### config.mk
export PLATFORM = sky130hd
export DESIGN_NAME = demux_8_reg_bank
export DESIGN_NICKNAME = d
export VERILOG_FILES = /design/src/rtl/demux_8_pkg.sv /design/src/rtl/decoder_3to8.sv /design/src/rtl/demux_8_reg_bank.sv
export SDC_FILE = /design/constraint.sdc
export NUM_CORES = 1
export LEC_CHECK = 0
export CAP_MARGIN = 0
export CORE_ASPECT_RATIO = 0.75
export CORE_MARGIN = 2
export CORE_UTILIZATION = 25
export DETAILED_ROUTE_END_ITERATION = 12
export GPL_TIMING_DRIVEN = 0
export PLACE_DENSITY = 0.55
export SLEW_MARGIN = 10
export SYNTH_ARGS = -nofsm -noshare
export SYNTH_HDL_FRONTEND = slang
export SYNTH_HIERARCHICAL = 1
export SYNTH_SLANG_ARGS = --single-unit
export TNS_END_PERCENT = 50
### constraint.sdc
create_clock -name clk -period 2.18 [get_ports clk]
set_input_delay 0.436 -clock clk [delete_from_list [all_inputs] [get_ports clk]]
set_output_delay 0.436 -clock clk [all_outputs]
set_load 0.02 [all_outputs]
### src/rtl/demux_8_pkg.sv
// Shared types and sizes for the 8-way write demux register bank.
// Register count, select width and the select/one-hot types.
package demux_8_pkg;

    localparam int NUM_OUT = 8;
    localparam int SEL_W   = 3;

    typedef logic [SEL_W-1:0]   sel_t;
    typedef logic [NUM_OUT-1:0] onehot_t;

endpackage

### src/rtl/decoder_3to8.sv
// 3-to-8 one-hot decoder with enable.
// Produces per-register write enables; all zero when disabled.
module decoder_3to8
    import demux_8_pkg::*;
(
    input  sel_t    sel,
    input  logic    en,
    output onehot_t onehot
);

    // One bit set at the selected index when enabled
    always_comb begin
        onehot = '0;
        if (en) begin
            onehot[sel] = 1'b1;
        end
    end

endmodule

### src/rtl/demux_8_reg_bank.sv
// Write-side 8-way register bank with a pending/skid write buffer.
// Optional ZERO_REG_EN: register 0 reads as zero and never commits.
module demux_8_reg_bank
    import demux_8_pkg::*;
#(
    parameter int WIDTH = 32
) (
    input  logic                     clk,
    input  logic                     rst_n,
    input  logic                     wr_valid,
    output logic                     wr_ready,
    input  sel_t                     wr_sel,
    input  logic [WIDTH-1:0]         wr_data,
    input  logic                     hold,
    output logic [NUM_OUT*WIDTH-1:0] q_flat,
    output onehot_t                  wr_onehot
);

    logic             p_valid;
    sel_t             p_sel;
    logic [WIDTH-1:0] p_data;
    logic             s_valid;
    sel_t             s_sel;
    logic [WIDTH-1:0] s_data;

    logic [WIDTH-1:0] regs [NUM_OUT];

    logic    accept;
    logic    commit;
    logic    commit_en;
    onehot_t we;

    // Skid slot full means no room for another write
    assign wr_ready = rst_n & ~s_valid;
    assign accept   = wr_valid & wr_ready;
    assign commit   = p_valid & ~hold;

`ifdef ZERO_REG_EN
    assign commit_en = commit & (p_sel != '0);
`else
    assign commit_en = commit;
`endif

    decoder_3to8 u_dec (
        .sel    (p_sel),
        .en     (commit_en),
        .onehot (we)
    );

    // Pending/skid buffer: in-order two-entry queue
    always_ff @(posedge clk or negedge rst_n) begin
        if (!rst_n) begin
            p_valid <= 1'b0;
            p_sel   <= '0;
            p_data  <= '0;
            s_valid <= 1'b0;
            s_sel   <= '0;
            s_data  <= '0;
        end else if (commit || !p_valid) begin
            if (s_valid) begin
                p_valid <= 1'b1;
                p_sel   <= s_sel;
                p_data  <= s_data;
                s_valid <= 1'b0;
            end else if (accept) begin
                p_valid <= 1'b1;
                p_sel   <= wr_sel;
                p_data  <= wr_data;
            end else begin
                p_valid <= 1'b0;
            end
        end else if (accept) begin
            s_valid <= 1'b1;
            s_sel   <= wr_sel;
            s_data  <= wr_data;
        end
    end

    // Register file update and commit pulse
    always_ff @(posedge clk or negedge rst_n) begin
        if (!rst_n) begin
            for (int i = 0; i < NUM_OUT; i++) begin
                regs[i] <= '0;
            end
            wr_onehot <= '0;
        end else begin
            for (int i = 0; i < NUM_OUT; i++) begin
                if (we[i]) begin
                    regs[i] <= p_data;
                end
            end
            wr_onehot <= we;
        end
    end

    // Flatten registers for the downstream read muxes
    always_comb begin
        q_flat = '0;
        for (int i = 0; i < NUM_OUT; i++) begin
            q_flat[i*WIDTH +: WIDTH] = regs[i];
        end
    end

endmodule

* Word-level counts from Yosys, hierarchy flattened
Cells that the tools add are included.
Operators by class: reductions and logical operators 7, bitwise gates (word level) 6, order comparisons 2, mux-type cells 11
Operators by type and width (number):
- 32-bit two-way mux | 2
- 8-bit two-way mux | 1
- 3-bit two-way mux | 2
- 1-bit two-way mux | 5
- 3-bit by 4-bit < comparator with 1-bit output, second input constant | 1
- 2-bit AND reduction | 2
- 2-bit nonzero test | 2
- 1-bit AND | 3
- 1-bit demux with 3-bit select | 1
- 3-bit by 1-bit >= comparator with 1-bit output, second input constant | 1
- 1-bit inverter | 3
- 1-bit logical AND | 1
- 1-bit logical NOT | 1
- 1-bit logical OR | 1
Word-level totals: logic and storage cells 41, register bits after elaboration 336, input bits 39

* Logic depth before layout (Yosys ltp)
Gate-level depths: netlist of the first run.
word-level depth 5, gate-level depth with buffers 5, mapped depth without buffers 3

* Cells and area by module
The synthesis of the first run kept the hierarchy.
By module, submodules not included:
- demux_8_reg_bank | area each 12896.1 um2, instances 1, cells an instance 747
- decoder_3to8 | area each 96.3 um2, instances 1, cells an instance 8

* Worst setup path before layout of the first run
Ideal clock, no wire load.
kind register -> register, start register p_valid, end register regs, in the netlist q_flat[10], stages on the path, launching flop included 6, path slack 0.336 ns, period minus slack after synthesis 1.844 ns, arrival time 1.720 ns, path through dfrtp_1 nor2b_1 nor4b_2 clkbuf_1 buf_2 mux2_2
On the way: word-level cells in the longest chain between the ends 2
RTL lines:
- from (decl) | RTL line demux_8_reg_bank.sv:19 | logic p_valid;
- from (signal assigned) | RTL line demux_8_reg_bank.sv:53 | p_valid <= 1'b0;
- from (signal assigned) | RTL line demux_8_reg_bank.sv:61 | p_valid <= 1'b1;
- from (signal assigned) | RTL line demux_8_reg_bank.sv:66 | p_valid <= 1'b1;
- 1-bit AND | RTL line demux_8_reg_bank.sv:36 | assign commit = p_valid & ~hold;
- net commit | RTL line demux_8_reg_bank.sv:29 | logic commit;
- 8-bit two-way mux | RTL line decoder_3to8.sv:14 | if (en) begin
- net we[0] | RTL line demux_8_reg_bank.sv:31 | onehot_t we;
- to (signal, indexed assignment) | RTL line demux_8_reg_bank.sv:89 | regs[i] <= p_data;
- to (decl) | RTL line demux_8_reg_bank.sv:26 | logic [WIDTH-1:0] regs [NUM_OUT];
The timed path passes the listed nets, and every way through them passes these cells. A chain may end at the register's enable or synchronous reset.

* Worst setup path in the final report of the first run
start register p_valid, end register regs, in the netlist q_flat[51]
The elaborated chain is that of the path after synthesis.

==> impl_metrics.env, run 1 <==
export IMPL_status="finished, final reports clean"
export IMPL_synth_seq_cells=336
export IMPL_die_area_sq_um=53800
export IMPL_worstPathRequired_ns=2.59
export IMPL_syn_area_per_cell_sq_um=17.2
export IMPL_holdWs_ns=0.0341
export IMPL_fill_cells=4905
export IMPL_reg2reg_to="q_flat[51]"
export IMPL_power_density_nw_per_um2=1540
export IMPL_first_pass_iters=4
export IMPL_numPortBuffers=303
export IMPL_die_x_um=267
export IMPL_met1_length_um=17800
export IMPL_areaGrowthSynthToFinish_pct=42.9
export IMPL_worstPathArrival_ns=2.55
export IMPL_postPlaceCellArea_sq_um=17000
export IMPL_num_rows=72
export IMPL_slowest_stage="dfrtp_1"
export IMPL_core_area_sq_um=51400
export IMPL_syn_cell_area_sq_um=13000
export IMPL_synth_xor_area_share_pct=0
export IMPL_ys_warn_count=6
export IMPL_clkLatencyLatePin_ns=0.55
export IMPL_wl_met2_um=16600
export IMPL_synth_net_count=794
export IMPL_finalCritPeriodShare_pct=98.0
export IMPL_htreeDepth=2
export IMPL_clock_sinks=336
export IMPL_hold_viol=0
export IMPL_crit_fanout=10
export IMPL_synth_top_family_by_area="multiplexers"
export IMPL_rr_worst_depth=5
export IMPL_crit_type="flip-flop to flip-flop"
export IMPL_ir_drop_uv=743
export IMPL_drc_errors=0
export IMPL_die_h_um=201
export IMPL_maxCapViolCount=0
export IMPL_met3_wirelength_um=2770
export IMPL_fmax_mhz=468
export IMPL_setup_violations=0
export IMPL_top_layer_used="met5"
export IMPL_io_pin_count=304
export IMPL_crit_path_cell_trace="nor2b_4 -> and4bb_2 -> clkbuf_1 -> buf_4 -> mux2_2"
export IMPL_antenna_found_initial=5
export IMPL_path_clk_slew_ns=0.06
export IMPL_grt_pass1_vias=8427
export IMPL_drt_iter0_drc=331
export IMPL_path_depth=5
export IMPL_num_vias=7716
export IMPL_fin_skew_ns=0.0211
export IMPL_routed_wl_um=38000
export IMPL_start_util_pct=25.3
export IMPL_cts_path_max_buffers=3
export IMPL_r2r_setup_slack_ns=0.04
export IMPL_syn_inst=755
export IMPL_num_nets_final=1148
export IMPL_dp_hpwl_um=25500
export IMPL_cts_buffers=38
export IMPL_vias_per_cell=4.19
export IMPL_routedWlPerCell_um=20.6
export IMPL_hp_class="primary input to asynchronous set/reset pin"
export IMPL_r2r_start="p_valid"
export IMPL_synth_seq_area_share_pct=64.7
export IMPL_grt_max_degree=107
export IMPL_maxSlewViolCount=0
export IMPL_fin_area_sq_um=18600
export IMPL_final_setup_tns_ns=0
export IMPL_endpoint_kind="flip-flop"
export IMPL_path_buf_inv=2
export IMPL_slowest_delay_ns=0.46
export IMPL_grtUsageTotal_pct=14.2
export IMPL_p_leak_nw=7.97
export IMPL_start_kind="flip-flop"
export IMPL_synthMuxAreaShare_pct=32.2
export IMPL_setup_ws_ns=0.0437
export IMPL_fin_crit_ns=2.14
export IMPL_synth_compound_area_share_pct=0.193
export IMPL_drive_gt1_share_pct=40.5
export IMPL_synth_simple_area_share_pct=1.15
export IMPL_cts_tree="yes"
export IMPL_ant_nets=0
export IMPL_gp_congestion=0.725
export IMPL_grt_pass1_wl_um=57000
export IMPL_root_buffer="clkbuf_16"
export IMPL_worst_pin_slew_ns=0.561
export IMPL_dp_slack_ns=-1.08
export IMPL_gr_total_overflow=0
export IMPL_yosysUniqueCellTypes=19
export IMPL_total_power_w=0.0285
export IMPL_rsz0062_at_grt="true"
export IMPL_synth_adder_area_share_pct=0
export IMPL_crit_family="simple AND/OR/NAND/NOR gates"
export IMPL_slew_headroom_pct=62.6
[synth_stat cells, drive strengths merged]
cell / count / area share, %
and4: 1 / 0.077
and4bb: 3 / 0.29
mux2: 361 / 32
dfrtp: 336 / 65
and4b: 3 / 0.26
nand2: 2 / 0.058
nor2: 1 / 0.029
clkbuf: 8 / 0.23
a21oi: 2 / 0.19
buf: 34 / 1.6
nor2b: 2 / 0.15
nand4: 1 / 0.16
nor4b: 1 / 0.12
[cell families after synthesis]
group	count (synthesis)
muxes	361
and+or+nand+nor	14
AOI/OAI and AO/OA	2
buffers and inverters	42
DFF	336
[what timing repair did]
action | in CTS | in global routing
resized for setup | 33 | 13
hold buffers | 7 | 0
endpoints found under the hold margin | 38 | 0
setup endpoints to repair | 246 | 130
gates cloned | 1 | 0
setup buffers | 0 | 0
[final cells by class]
class                   instances  area (sq um)  area share [%]
clock inverters                 8           146           0.789
well taps                     703           880            4.74
flip-flops and latches        336          8410            45.3
plain buffers                  42           332            1.79
diodes                          1          2.50          0.0135
multi-input cells             377          4360            23.5
repair buffers                314          3260            17.6
clock buffers                  61          1170            6.31
[worst register-to-register path, stage by stage, from the launching register on]
cell      delay [ns]
dfrtp_1         0.46
nor2b_4         0.33
and4bb_2        0.28
clkbuf_1        0.24
buf_4           0.31
mux2_2          0.38
[worst max path at each step]
| stage | start | to | slack [ns] |
|---|---|---|---|
| floorplan | p_valid | q_flat[10] | 0.34 |
| detailed placement | hold | q_flat[248] | -1.08 |
| CTS | p_valid | q_flat[15] | -0.02 |
| finish | p_valid | q_flat[51] | 0.04 |
| global placement | rst_n | q_flat[59] | -14.46 |
| global route | p_valid | q_flat[51] | -0.04 |
[flip-flops by register name (all words and copies together), names as in the netlist]
| name | flops |
|---|---|
| p_data | 32 |
| p_sel | 3 |
| p_valid | 1 |
| q_flat | 256 |
| s_data | 32 |
| s_sel | 3 |
| s_valid | 1 |
| wr_onehot | 8 |
[power by group]
part,internal [W],switching (W),leakage (nW)
Sequential,0.00887,0.00173,4.16
Clock,0.00416,0.00260,0.640
Combinational,0.00603,0.00513,3.17
[routing by layer]
layer	GRT usage, %	vias to the layer above
met4	4.01	10
li1	-	3409
met5	0	-
met3	4.82	65
met1	19.7	4033
met2	21.0	199
[cells in the final DEF, fill, tap and decap left out]
master           instances
a21oi_4                  1
buf_2                    3
and4_2                   1
and4b_2                  3
dlygate4sd2_1            1
clkinv_2                 2
clkinvlp_4               1
bufbuf_16                1
buf_12                   3
a21oi_2                  1
clkbuf_16               41
and4bb_2                 3
nor2_1                   1
clkinv_4                 1
buf_16                   4
buf_6                   12
mux2_1                  18
nand2_1                  2
diode_2                  1
clkdlybuf4s50_1        301
clkbuf_2                 7
dlygate4sd3_1            4
dfrtp_1                336
buf_4                   17
clkbuf_8                 7
bufinv_16                4
clkbuf_1                14
mux2_2                 313
nor2b_4                  2
nand4_4                  1
nor4b_2                  1
clkbuf_4                 2
mux2_4                  30
[metrics by stage]
step,util (%),std cells
final,36.1,1842
after global routing,36.1,1841
after CTS,36.0,1841
after detailed placement,33.0,1764
after global placement,32.9,1761
after floorplan,-,755
Note: power is estimated with default switching activity, not from simulation.
==> run 2, diff against run 1 <==
--- a/config.mk
+++ b/config.mk
@@ -5,7 +5,7 @@
 export SDC_FILE = /design/constraint.sdc
 export NUM_CORES = 1
 export LEC_CHECK = 0
-export CAP_MARGIN = 0
+export CAP_MARGIN = 30
 export CORE_ASPECT_RATIO = 0.75
 export CORE_MARGIN = 2
 export CORE_UTILIZATION = 25
==> results of run 2 <==
Final layout, timing and power as in run 1 (identical DEF).
==> run 3, diff against run 2 <==
--- a/config.mk
+++ b/config.mk
@@ -12,6 +12,7 @@
 export DETAILED_ROUTE_END_ITERATION = 12
 export GPL_TIMING_DRIVEN = 0
 export PLACE_DENSITY = 0.55
+export SKIP_LAST_GASP = 1
 export SLEW_MARGIN = 10
 export SYNTH_ARGS = -nofsm -noshare
 export SYNTH_HDL_FRONTEND = slang
==> run 3 against run 2 <==
Non-clock buffer count stayed put. Sequential power hardly changed. Clock power hardly changed. First-iteration DRC count is 3.0% lower. Critical path depth stayed put. Total power hardly changed. Setup slack worse by 0.012 ns. Via count is 0.31% higher. Routed wire length is 0.26% lower. Clock-buffer cell count stayed put. Cell count stayed put. Sequential cell count stayed put.
==> impl_metrics.env, run 3 (synthesis results as in run 1) <==
export IMPL_gp_congestion=0.725
export IMPL_ir_drop_uv=743
export IMPL_htreeDepth=2
export IMPL_start_util_pct=25.3
export IMPL_worstPathArrival_ns=2.56
export IMPL_cts_buffers=38
export IMPL_die_area_sq_um=53800
export IMPL_layout_cells_most_common="dfrtp_1"
export IMPL_placed_cells=1764
export IMPL_largest_register_ffs=256
export IMPL_drive_gt1_share_pct=40.5
export IMPL_first_pass_iters=6
export IMPL_clkLatencyLatePin_ns=0.55
export IMPL_path_depth=5
export IMPL_slowest_delay_ns=0.46
export IMPL_fill_cells=4905
export IMPL_multi_input_area_sq_um=4360
export IMPL_power_density_nw_per_um2=1540
export IMPL_seqCellArea_sq_um=8410
export IMPL_vias_per_cell=4.20
export IMPL_dp_hpwl_um=25500
export IMPL_io_pin_count=304
export IMPL_maxCapViolCount=0
export IMPL_grt_pass1_vias=8430
export IMPL_slew_headroom_pct=62.1
export IMPL_antenna_found_initial=5
export IMPL_die_x_um=267
export IMPL_grtUsageTotal_pct=14.2
export IMPL_num_nets_final=1148
export IMPL_slowest_stage="dfrtp_1"
export IMPL_grt_max_degree=107
export IMPL_rsz0062_at_grt="true"
export IMPL_dp_slack_ns=-1.08
export IMPL_routed_wl_um=37900
export IMPL_endpoint_kind="flip-flop"
export IMPL_status="finished, final reports clean"
export IMPL_drc_errors=0
export IMPL_areaGrowthSynthToFinish_pct=42.7
export IMPL_rr_worst_depth=5
export IMPL_worstPathRequired_ns=2.60
export IMPL_fmax_mhz=465
export IMPL_clock_sinks=336
export IMPL_maxSlewViolCount=0
export IMPL_crit_type="flip-flop to flip-flop"
export IMPL_worst_pin_slew_ns=0.568
export IMPL_hp_class="primary input to asynchronous set/reset pin"
export IMPL_core_area_sq_um=51400
export IMPL_numPortBuffers=303
export IMPL_routedWlPerCell_um=20.6
export IMPL_gr_total_overflow=0
export IMPL_crit_fanout=10
export IMPL_layout_common_cells="336 x dfrtp_1, 313 x mux2_2, 301 x clkdlybuf4s50_1"
export IMPL_grt_pass1_wl_um=57000
export IMPL_fin_skew_ns=0.0210
export IMPL_die_h_um=201
export IMPL_hold_viol=0
export IMPL_fin_crit_ns=2.15
export IMPL_postCtsSetupBuffers=0
export IMPL_path_buf_inv=2
export IMPL_p_leak_nw=7.97
export IMPL_path_clk_slew_ns=0.06
export IMPL_finalCritPeriodShare_pct=98.6
export IMPL_num_vias=7740
export IMPL_num_rows=72
export IMPL_crit_family="simple AND/OR/NAND/NOR gates"
export IMPL_crit_path_cell_trace="nor2b_4 -> and4bb_2 -> clkbuf_2 -> buf_2 -> mux2_2"
export IMPL_setup_ws_ns=0.0312
export IMPL_ant_nets=0
export IMPL_cts_tree="yes"
export IMPL_root_buffer="clkbuf_16"
export IMPL_drt_iter0_drc=321
export IMPL_start_kind="flip-flop"
export IMPL_setup_violations=0
export IMPL_cts_path_max_buffers=3
export IMPL_finalNonFillerCells=1842
-- run 3: cell counts in the layout (fill, tap and decap cells not counted) --
No cell type changed its count.
-- run 3: worst paths after layout --
check                                 start          end  slack [ns]
worst max-delay path                p_valid  q_flat[145]        0.03
worst min-delay path                  rst_n   q_flat[46]        0.03
worst max register to register      p_valid  q_flat[145]        0.03
worst min register to register  q_flat[207]  q_flat[207]        0.48
max in group asynchronous             rst_n  q_flat[194]        1.09
min in group clk                      rst_n      p_valid        0.30
-- run 3: worst min-delay path: stages --
cell    delay, ns
buf_12       0.09
buf_16       0.13
buf_16       0.34
-- run 3: routing by layer --
metal  vias to the layer above  routed length [um]  global-route usage [%]
li1                       3409                   -                       -
met1                      4056               17700                    19.8
met2                       199               16600                    21.0
met3                        66                2740                    4.77
met4                        10                 847                    4.01
met5                         -                  57                       0
-- run 3: final cells by class --
class	instances	share of cell area, %
Antenna cell	1	0.0135
Buffer	42	1.68
Clock buffer	61	6.32
Clock inverter	8	0.789
Multi-Input combinational cell	377	23.5
Sequential cell	336	45.3
Tap cell	703	4.74
Timing Repair Buffer	314	17.6
-- run 3: timing repair --
| action | 4_1_cts | 5_1_grt |
|---|---|---|
| hold endpoints to repair | 38 | 0 |
| setup endpoints to repair | 246 | 135 |
| hold buffers | 7 | 0 |
| cloned | 1 | 0 |
| resized for setup | 26 | 18 |
-- run 3: per-stage QoR --
| stage | util [%] | TNS, ns | total power (W) | hold WS (ns) | cell area, sq um |
|---|---|---|---|---|---|
| after detailed placement | 33.0 | -263.61 | 0.0219 | 0.347 | 17000 |
| after floorplan | - | 0 | 0.0158 | 0.140 | 13000 |
| after global routing | 36.0 | -1.05 | 0.0300 | 0.0570 | 18500 |
| after CTS | 36.0 | -4.02 | 0.0289 | 0.0466 | 18500 |
| after global placement | 32.9 | -6010.45 | 0.0218 | 0.469 | 16900 |
| final | 36.0 | 0 | 0.0285 | 0.0339 | 18500 |
-- run 3: power breakdown --
part           internal [W]  leakage (nW)  switching [W]
Sequential          0.00887          4.16        0.00173
Clock               0.00415         0.640        0.00260
Combinational       0.00603          3.17        0.00513
Total                0.0191          7.97        0.00945
